[src/rtl/pipeline_pkg.sv]
// Shared definitions for the elastic pipeline stage: size limits, occupancy
// counter width derivation and the inter-slot handshake record.
package pipeline_pkg;

  localparam int WIDTH_MAX = 256;
  localparam int DEPTH_MAX = 8;

  // One inter-slot link; data is padded to WIDTH_MAX, only the low WIDTH bits carry payload.
  typedef struct packed {
    logic                 valid;
    logic [WIDTH_MAX-1:0] data;
  } slot_hs_t;

  // Counter must hold 0..2*depth; out-of-range depths are clamped to the supported range.
  function automatic int cntw(input int depth);
    int d;
    d = (depth > DEPTH_MAX) ? DEPTH_MAX : ((depth < 1) ? 1 : depth);
    return $clog2(2 * d + 1);
  endfunction

endpackage

[src/rtl/pipeline_skid_stage_slot.sv]
// pipeline_skid_slot: one main+skid elastic slot. PIPELINE_SKID_FLUSH_EN adds
// the flush input that empties both registers.
module pipeline_skid_slot
  import pipeline_pkg::*;
#(
  parameter int WIDTH = 32
) (
  input  logic             clk,
  input  logic             rst,
`ifdef PIPELINE_SKID_FLUSH_EN
  input  logic             flush,
`endif
  input  logic             in_valid,
  input  logic [WIDTH-1:0] in_data,
  output logic             in_ready,
  output logic             out_valid,
  output logic [WIDTH-1:0] out_data,
  input  logic             out_ready
);

  // Handshake: a transfer happens on a posedge where valid && ready; the sender
  // holds valid/data until it happens, and ready never depends on valid.
  logic             vm;
  logic             vs;
  logic [WIDTH-1:0] dm;
  logic [WIDTH-1:0] ds;
  logic             in_fire;

  assign in_fire   = in_valid && !vs;
  assign in_ready  = !vs;
  assign out_valid = vm;
  assign out_data  = dm;

  always_ff @(posedge clk or negedge rst) begin
    if (!rst) begin
      vm <= 1'b0;
      vs <= 1'b0;
      dm <= '0;
      ds <= '0;
    end
`ifdef PIPELINE_SKID_FLUSH_EN
    else if (flush) begin
      vm <= 1'b0;
      vs <= 1'b0;
    end
`endif
    else begin
      if (!vm || out_ready) begin
        // Skid drains first so ordering stays FIFO; in_ready was low while vs was set.
        if (vs) begin
          vm <= 1'b1;
          dm <= ds;
          vs <= 1'b0;
        end else if (in_fire) begin
          vm <= 1'b1;
          dm <= in_data;
        end else begin
          vm <= 1'b0;
        end
      end else if (in_fire) begin
        vs <= 1'b1;
        ds <= in_data;
      end
    end
  end

endmodule

[src/rtl/pipeline_skid_stage.sv]
// pipeline_skid_stage: DEPTH cascaded skid slots plus an occupancy counter.
// Define PIPELINE_SKID_FLUSH_EN to make the flush port discard all entries.
module pipeline_skid_stage
  import pipeline_pkg::*;
#(
  parameter int WIDTH = 32,
  parameter int DEPTH = 1,
  parameter int CNTW  = cntw(DEPTH)
) (
  input  logic             clk,
  input  logic             rst,
  input  logic             in_valid,
  input  logic [WIDTH-1:0] in_data,
  output logic             in_ready,
  output logic             out_valid,
  output logic [WIDTH-1:0] out_data,
  input  logic             out_ready,
  input  logic             flush,
  output logic [CNTW-1:0]  occupancy
);

  slot_hs_t [DEPTH:0] link;
  logic     [DEPTH:0] rdy;
  logic               in_fire;
  logic               out_fire;
  logic [CNTW-1:0]    occ_q;
  logic               unused_link;

  assign link[0]    = '{valid: in_valid, data: WIDTH_MAX'(in_data)};
  assign rdy[DEPTH] = out_ready;

  for (genvar k = 0; k < DEPTH; k++) begin : g_slot
    logic             slot_valid;
    logic [WIDTH-1:0] slot_data;

    pipeline_skid_slot #(.WIDTH(WIDTH)) u_slot (
      .clk       (clk),
`ifdef PIPELINE_SKID_FLUSH_EN
      .flush     (flush),
`endif
      .rst       (rst),
      .in_valid  (link[k].valid),
      .in_data   (link[k].data[WIDTH-1:0]),
      .in_ready  (rdy[k]),
      .out_valid (slot_valid),
      .out_data  (slot_data),
      .out_ready (rdy[k+1])
    );

    assign link[k+1] = '{valid: slot_valid, data: WIDTH_MAX'(slot_data)};
  end

  assign in_ready  = rdy[0];
  assign out_valid = link[DEPTH].valid;
  assign out_data  = link[DEPTH].data[WIDTH-1:0];
  assign occupancy = occ_q;

  // Padding bits above WIDTH are constant zero and intentionally unread.
  assign unused_link = ^link;

  // Internal slot-to-slot moves never change the total, so only the boundary fires count.
  assign in_fire  = in_valid && rdy[0];
  assign out_fire = link[DEPTH].valid && out_ready;

  always_ff @(posedge clk or negedge rst) begin
    if (!rst) begin
      occ_q <= '0;
    end
`ifdef PIPELINE_SKID_FLUSH_EN
    else if (flush) begin
      occ_q <= '0;
    end
`endif
    else if (in_fire && !out_fire) begin
      occ_q <= occ_q + 1'b1;
    end else if (!in_fire && out_fire) begin
      occ_q <= occ_q - 1'b1;
    end
  end

`ifndef PIPELINE_SKID_FLUSH_EN
  logic unused_flush;
  assign unused_flush = flush;
`endif

endmodule

[config.mk]
export PLATFORM = sky130hd
export DESIGN_NAME = pipeline_skid_stage
export DESIGN_NICKNAME = d
export VERILOG_FILES = /design/src/rtl/pipeline_pkg.sv /design/src/rtl/pipeline_skid_stage_slot.sv /design/src/rtl/pipeline_skid_stage.sv
export SDC_FILE = /design/constraint.sdc
export NUM_CORES = 1
export LEC_CHECK = 0
export CORE_ASPECT_RATIO = 1.75
export CORE_MARGIN = 1.5
export CORE_UTILIZATION = 25
export CTS_CLUSTER_DIAMETER = 200
export DETAILED_ROUTE_END_ITERATION = 6
export PLACE_DENSITY = 0.47
export SYNTH_ARGS = -nofsm -noshare
export SYNTH_HDL_FRONTEND = slang
export SYNTH_SLANG_ARGS = --single-unit
[constraint.sdc]
create_clock -name clk -period 4.3 [get_ports clk]
set_input_delay 0.645 -clock clk [delete_from_list [all_inputs] [get_ports clk]]
set_output_delay 0.645 -clock clk [all_outputs]
set_load 0.01 [all_outputs]
==> flow_summary_export.csv, run 1 <==
group,metric,value,unit
route,firstDrtPassIters,5,
timing,final_critical_path_required_period,2.60,ns
route,drc,3,
timing,timing.max_slew.rel_slack,40.8,%
power_and_ir_drop,power.share.combinational,25.0,%
power_and_ir_drop,power.switching_fraction,24.9,%
worst_setup_path,reg2reg_to,"g_slot[0].u_slot.out_data[18]",
worst_setup_path,worst_path_arrival,1.96,ns
floorplan,initial_utilization,25.7,%
timing,grt_setup_unrepaired,"no",
timing,fmax,384,MHz
synth,synthesis.yosys.warnings,0,
floorplan,design.die.area,0.0126,mm2
run_status,outcome,"complete, but fails checks",
clock_tree,cts.root.buffer_cell,"clkbuf_16",
synth,syn_nets,226,
final_layout,finish.utilization,35.0,%
floorplan,io_pins,73,
synth,synth.avg_cell_area,15.8,um2
power_and_ir_drop,p_total,2.04,mW
clock_tree,cts.hold.buffers_added,0,
power_and_ir_drop,power.switching,508,uW
placement,setup_slack_after_placement,1.67,ns
floorplan,core_region_area,0.0116,mm2
timing,setup-violations-final,0,
synth,post_synth_inst_count,188,
worst_setup_path,reg2reg_slack,2.24,ns
clock_tree,post-cts-setup-buffers,0,
worst_setup_path,critPathLaunchType,"register",
final_layout,final_area,0.00405,mm2
timing,final_setup_skew,0.00846,ns
route,wl_per_cell,15.4,um
timing,post-route-worst-setup-slack,1.70,ns
global_routing,grt_pass1_vias,1944,
clock_tree,cts.clk_slew.worst_paths,0.05,ns
synth,synth.ff_latch_count,68,
route,routed_via_density,4.43,
global_routing,largest_net_degree_at_the_start_of_global_routing,37,
clock_tree,h_tree_levels,3,
power_and_ir_drop,power.share.clock,31.7,%
clock_tree,clock_sink_count,68,
timing,finalHoldViolCount,0,
floorplan,die_h,147,um
route,postRouteAntennaNets,0,
synth,netlist-cell-type-count,15,
placement,post_dp_cell_area,0.00379,mm2
route,vias,1778,
run_status,violations_in_the_final_reports,"design-rule violations",
power_and_ir_drop,cellLeakagePower,1.63,nW
run,max-cap-violations,0,
placement,post-dp-hpwl,4060,um
power_and_ir_drop,vdd_drop_max,0.000193,V
clock_tree,clk-insertion-delay-late,0.32,ns
worst_setup_path,worstReg2RegStart,"g_slot[0].u_slot.vs",
global_routing,grt.overflow.total,0,
worst_setup_path,worstSetupPathType,"reg -> out",
timing,worst_slew_pin_slew,0.888,ns
clock_tree,ctsLongestPathBuffers,2,
min_path,hp-class,"in -> async",
clock_tree,resized_after_cts,0,
power_and_ir_drop,power_density,504,mW/mm2
global_routing,track_usage,10.8,%
final_layout,final_layout_size_suffix_gt1_share,43.6,%
timing,fin_crit_sh,60.5,%
global_routing,grt_first_pass_wirelength,10300,um
worst_setup_path,reg2reg_depth,2,
clock_tree,cts_tree,"built",
clock_tree,cts_made_buffers,9,
worst_setup_path,timing.critical_path.fanout_max,19,
power_and_ir_drop,internal_power,1.53,mW
global_routing,antenna_found_initial,0,
floorplan,chipWidth,85.4,um
placement,routabilityCongestion,0.644,
floorplan,num_rows,52,
final_layout,fin_nets,301,
route,wl,6190,um
timing,final.setup.tns,0,ns
synth,synthesis.area,0.00297,mm2
power_and_ir_drop,share_seq_of_total_power,43.3,%
synth,seq_area_frac_synth,57.2,%
timing,final-max-slew-violation-count,0,
final_layout,area_growth,36.2,%
placement,placement.io_buffers,71,
route,drt-initial-drc-count,37,
final_layout,antenna_cells_inserted,0,
worst_setup_path,end_kind,"primary output",
worst_setup_path,cp.required,3.65,ns
-- flip-flops by register name, indices dropped and copies added, names as in the netlist --
register	flops
g_slot.u_slot.ds	32
g_slot.u_slot.out_data	32
occupancy	2
g_slot.u_slot.out_valid	1
g_slot.u_slot.vs	1
-- cell usage after synthesis, drive strengths merged --
| cell type | count | area (um2) |
|---|---|---|
| nor3b | 1 | 18.8 |
| nand2b | 1 | 13.8 |
| mux2 | 96 | 1080 |
| buf | 10 | 82.6 |
| nand2 | 2 | 7.51 |
| inv | 1 | 3.75 |
| nor2 | 3 | 11.3 |
| xor2 | 2 | 17.5 |
| o21a | 1 | 7.51 |
| xnor2 | 1 | 8.76 |
| dfrtp | 68 | 1700 |
| nor2b | 1 | 6.26 |
| ha | 1 | 12.5 |
-- final cells by class --
type / instances / area, um2
sequential: 68 / 1700
inverter: 1 / 3.75
tap: 135 / 169
clock buffer: 12 / 246
fill: 1172 / 7530
multi-input combinational: 109 / 1190
timing repair buffer: 74 / 728
clock inverter: 2 / 12.5
-- per-stage QoR --
stage / hold WS [ns] / cells
2_1_floorplan: 0.349 / 188
3_3_place_gp: 0.459 / 387
3_5_place_dp: 0.468 / 387
4_1_cts: 0.418 / 401
5_1_grt: 0.461 / 401
6_report: 0.390 / 401
-- logic make-up (layout without fill, tap and decap cells) --
group | after synthesis | after routing | share of synthesized area [%]
muxes | 96 | 96 | 36.4
DFF | 68 | 68 | 57.2
buffers and inverters | 11 | 89 | 2.90
and+or+nand+nor | 8 | 8 | 1.94
xor gates and xnor gates | 3 | 3 | 0.884
adders and majority gates | 1 | 1 | 0.421
AOI/OAI and AO/OA | 1 | 1 | 0.253
-- worst max-delay path: stages, from the launching register on --
cell and delay (ns):
dfrtp_2 0.69, buf_4 0.39, inv_1 0.07, clkdlybuf4s50_1 0.48
-- power by group through the flow --
stage / registers (mW) / clock network, mW / logic [mW]
CTS: 0.889 / 0.679 / 0.523
global route: 0.909 / 0.710 / 0.552
floorplan: 0.915 / 0 / 0.234
global placement: 0.894 / 0 / 0.515
finish: 0.884 / 0.648 / 0.510
detailed placement: 0.899 / 0 / 0.521
-- worst max-delay path by stage --
stage,startpoint,end,slack (ns),cells past startpoint
2_1_floorplan,out_ready,g_slot[0].u_slot.ds[0],2.57,4
3_3_place_gp,out_ready,g_slot[0].u_slot.out_data[18],1.66,4
3_5_place_dp,out_ready,g_slot[0].u_slot.out_data[23],1.67,4
4_1_cts,g_slot[0].u_slot.vs,in_ready,1.61,3
5_1_grt,g_slot[0].u_slot.vs,in_ready,1.58,3
6_report,g_slot[0].u_slot.vs,in_ready,1.70,3
-- metal layers --
layer	share of wire (%)	GRT usage, %	routed length, um
met5	0	0	0
met3	3.5	2.53	217
met2	56	19.3	3440
met1	39	11.6	2390
met4	2.3	5.81	141
-- layout by cell type (no fill, tap or decap), types with 2 or more instances in the layout --
master | netlist | routed
buf_4 | 3 | 3
mux2_2 | 96 | 96
nor2_1 | 3 | 3
clkdlybuf4s50_1 | 0 | 70
nand2_1 | 2 | 2
dfrtp_1 | 68 | 67
xor2_1 | 2 | 2
clkbuf_16 | 0 | 9
clkbuf_1 | 0 | 2
Power figures use the tool's default switching activity.
==> run 2, diff against run 1 <==
Clock period 4.3 ns to 2.6 ns, I/O delays scaled along.
==> flow_summary_export.csv, run 2 (same netlist as run 1, synthesis figures left out) <==
group,metric,value,unit
final_layout,final_layout_size_suffix_gt1_share,45.0,%
run,max-cap-violations,0,
final_layout,antenna_cells_inserted,0,
power_and_ir_drop,share_seq_of_total_power,40.3,%
final_layout,fin_nets,304,
clock_tree,cts.clk_slew.worst_paths,0.05,ns
placement,post_dp_cell_area,0.00384,mm2
route,postRouteAntennaNets,0,
run_status,violations_in_the_final_reports,"design-rule violations",
power_and_ir_drop,power.switching,873,uW
final_layout,mostFrequentLayoutCell,"mux2_2",
power_and_ir_drop,internal_power,2.75,mW
run_status,outcome,"complete, but fails checks",
placement,placement.io_buffers,71,
floorplan,design.die.area,0.0126,mm2
floorplan,core_region_area,0.0116,mm2
clock_tree,cts.root.buffer_cell,"clkbuf_16",
placement,placed_cells,390,
clock_tree,ctsLongestPathBuffers,2,
global_routing,track_usage,11.1,%
worst_setup_path,worst_path_cell_chain,"inv_1, clkdlybuf4s50_1",
worst_setup_path,launch_point_of_the_critical_path,"g_slot[0].u_slot.vs",
timing,setup-violations-final,0,
route,wl_per_cell,15.6,um
placement,setup_slack_after_placement,0.572,ns
final_layout,final_area,0.00416,mm2
worst_setup_path,worstReg2RegStart,"g_slot[0].u_slot.vs",
global_routing,grt.overflow.total,0,
power_and_ir_drop,power_density,872,mW/mm2
worst_setup_path,critPathLaunchType,"register",
worst_setup_path,end_kind,"primary output",
power_and_ir_drop,power.switching_fraction,24.1,%
route,wl,6340,um
floorplan,chipWidth,85.4,um
floorplan,io_pins,73,
timing,final_setup_skew,0.00473,ns
timing,fmax,482,MHz
route,drc,3,
timing,finalHoldViolCount,0,
clock_tree,cts_made_buffers,9,
power_and_ir_drop,vdd_drop_max,0.000304,V
floorplan,initial_utilization,25.7,%
global_routing,grt_pass1_vias,2024,
clock_tree,clk-insertion-delay-late,0.33,ns
timing,timing.max_slew.rel_slack,41.9,%
clock_tree,resized_after_cts,0,
timing,final_critical_path_required_period,2.08,ns
route,drt-initial-drc-count,27,
global_routing,largest_net_degree_at_the_start_of_global_routing,37,
worst_setup_path,slowest_stage,"dfrtp_2",
global_routing,grt_first_pass_wirelength,10600,um
clock_tree,cts.hold.buffers_added,0,
route,firstDrtPassIters,6,
final_layout,most-common-layout-cells,"mux2_2, clkdlybuf4s50_1, dfrtp_1",
timing,final_worst_hold_slack,0.175,ns
timing,final.setup.tns,0,ns
timing,post-route-worst-setup-slack,0.524,ns
power_and_ir_drop,power.share.clock,36.0,%
power_and_ir_drop,cellLeakagePower,1.69,nW
route,routed_via_density,4.37,
worst_setup_path,cp.required,2.21,ns
route,vias,1774,
clock_tree,h_tree_levels,3,
placement,routabilityCongestion,0.631,
clock_tree,clock_sink_count,68,
worst_setup_path,timing.critical_path.fanout_max,23,
clock_tree,cts_tree,"built",
final_layout,fillers,1172,
timing,fin_crit_sh,79.8,%
worst_setup_path,worst_path_arrival,1.69,ns
min_path,hp-class,"in -> async",
worst_setup_path,worstSetupPathType,"reg -> out",
global_routing,antenna_found_initial,0,
worst_setup_path,critPathMaxStageDelay,0.76,ns
final_layout,area_growth,39.8,%
timing,grt_setup_unrepaired,"no",
power_and_ir_drop,power.share.combinational,23.7,%
placement,post-dp-hpwl,4290,um
timing,final-max-slew-violation-count,0,
final_layout,final_cell_count_no_fill,406,
clock_tree,post-cts-setup-buffers,0,
timing,worst_slew_pin_slew,0.871,ns
floorplan,die_h,147,um
floorplan,num_rows,52,
run 2: cell count changes in the layout (fill, tap and decap cells not counted), sizes merged:
cell      previous run  this run
buf                  4         7
bufinv               0         2
clkinv               1         3
clkbuf              12        11
clkinvlp             1         0
run 2: metrics by stage:
step / utilization (%) / power, mW
2_1_floorplan: - / 1.90
3_3_place_gp: 33.1 / 2.34
3_5_place_dp: 33.1 / 2.36
4_1_cts: 35.9 / 3.70
5_1_grt: 35.9 / 3.82
6_report: 35.9 / 3.62
run 2: worst paths after layout:
kind                                                 endpoint  slack, ns  cells past startpoint
min in group clk                                 occupancy[1]       0.46                      1
worst max register to register  g_slot[0].u_slot.out_data[11]       0.84                      3
worst max-delay path                                 in_ready       0.52                      2
max in group asynchronous       g_slot[0].u_slot.out_data[16]       1.73                      2
worst min register to register                   occupancy[1]       0.46                      1
worst min-delay path                             occupancy[1]       0.17                      1
run 2: layout make-up:
type	count	area (um2)	share of cell area [%]
inverters	1	3.75	0.0903
clock buffers	11	243	5.84
flip-flops and latches	68	1700	41.0
clock inverters	5	75.1	1.81
repair buffers	77	776	18.7
multi-input cells	109	1190	28.5
well taps	135	169	4.07
run 2: power groups by stage:
| stage | registers, mW | logic [mW] | clock network, mW |
|---|---|---|---|
| final | 1.46 | 0.860 | 1.30 |
| after global routing | 1.50 | 0.924 | 1.39 |
| after CTS | 1.47 | 0.881 | 1.36 |
| after detailed placement | 1.48 | 0.878 | 0 |
| after global placement | 1.47 | 0.865 | 0 |
| after floorplan | 1.51 | 0.386 | 0 |
run 2: critical path: cells and delay by family, from the launching register on:
kind	cells	cell delay, ns
flip-flops	1	0.76
buffers and inverters	2	0.59
run 2: metal layers:
layer  vias up  wire, um  track usage (%)
met5         -         0                0
li1        828         -                -
met3         9       217             2.36
met1       897      2550             12.4
met4         0       111             6.77
met2        40      3460             19.1
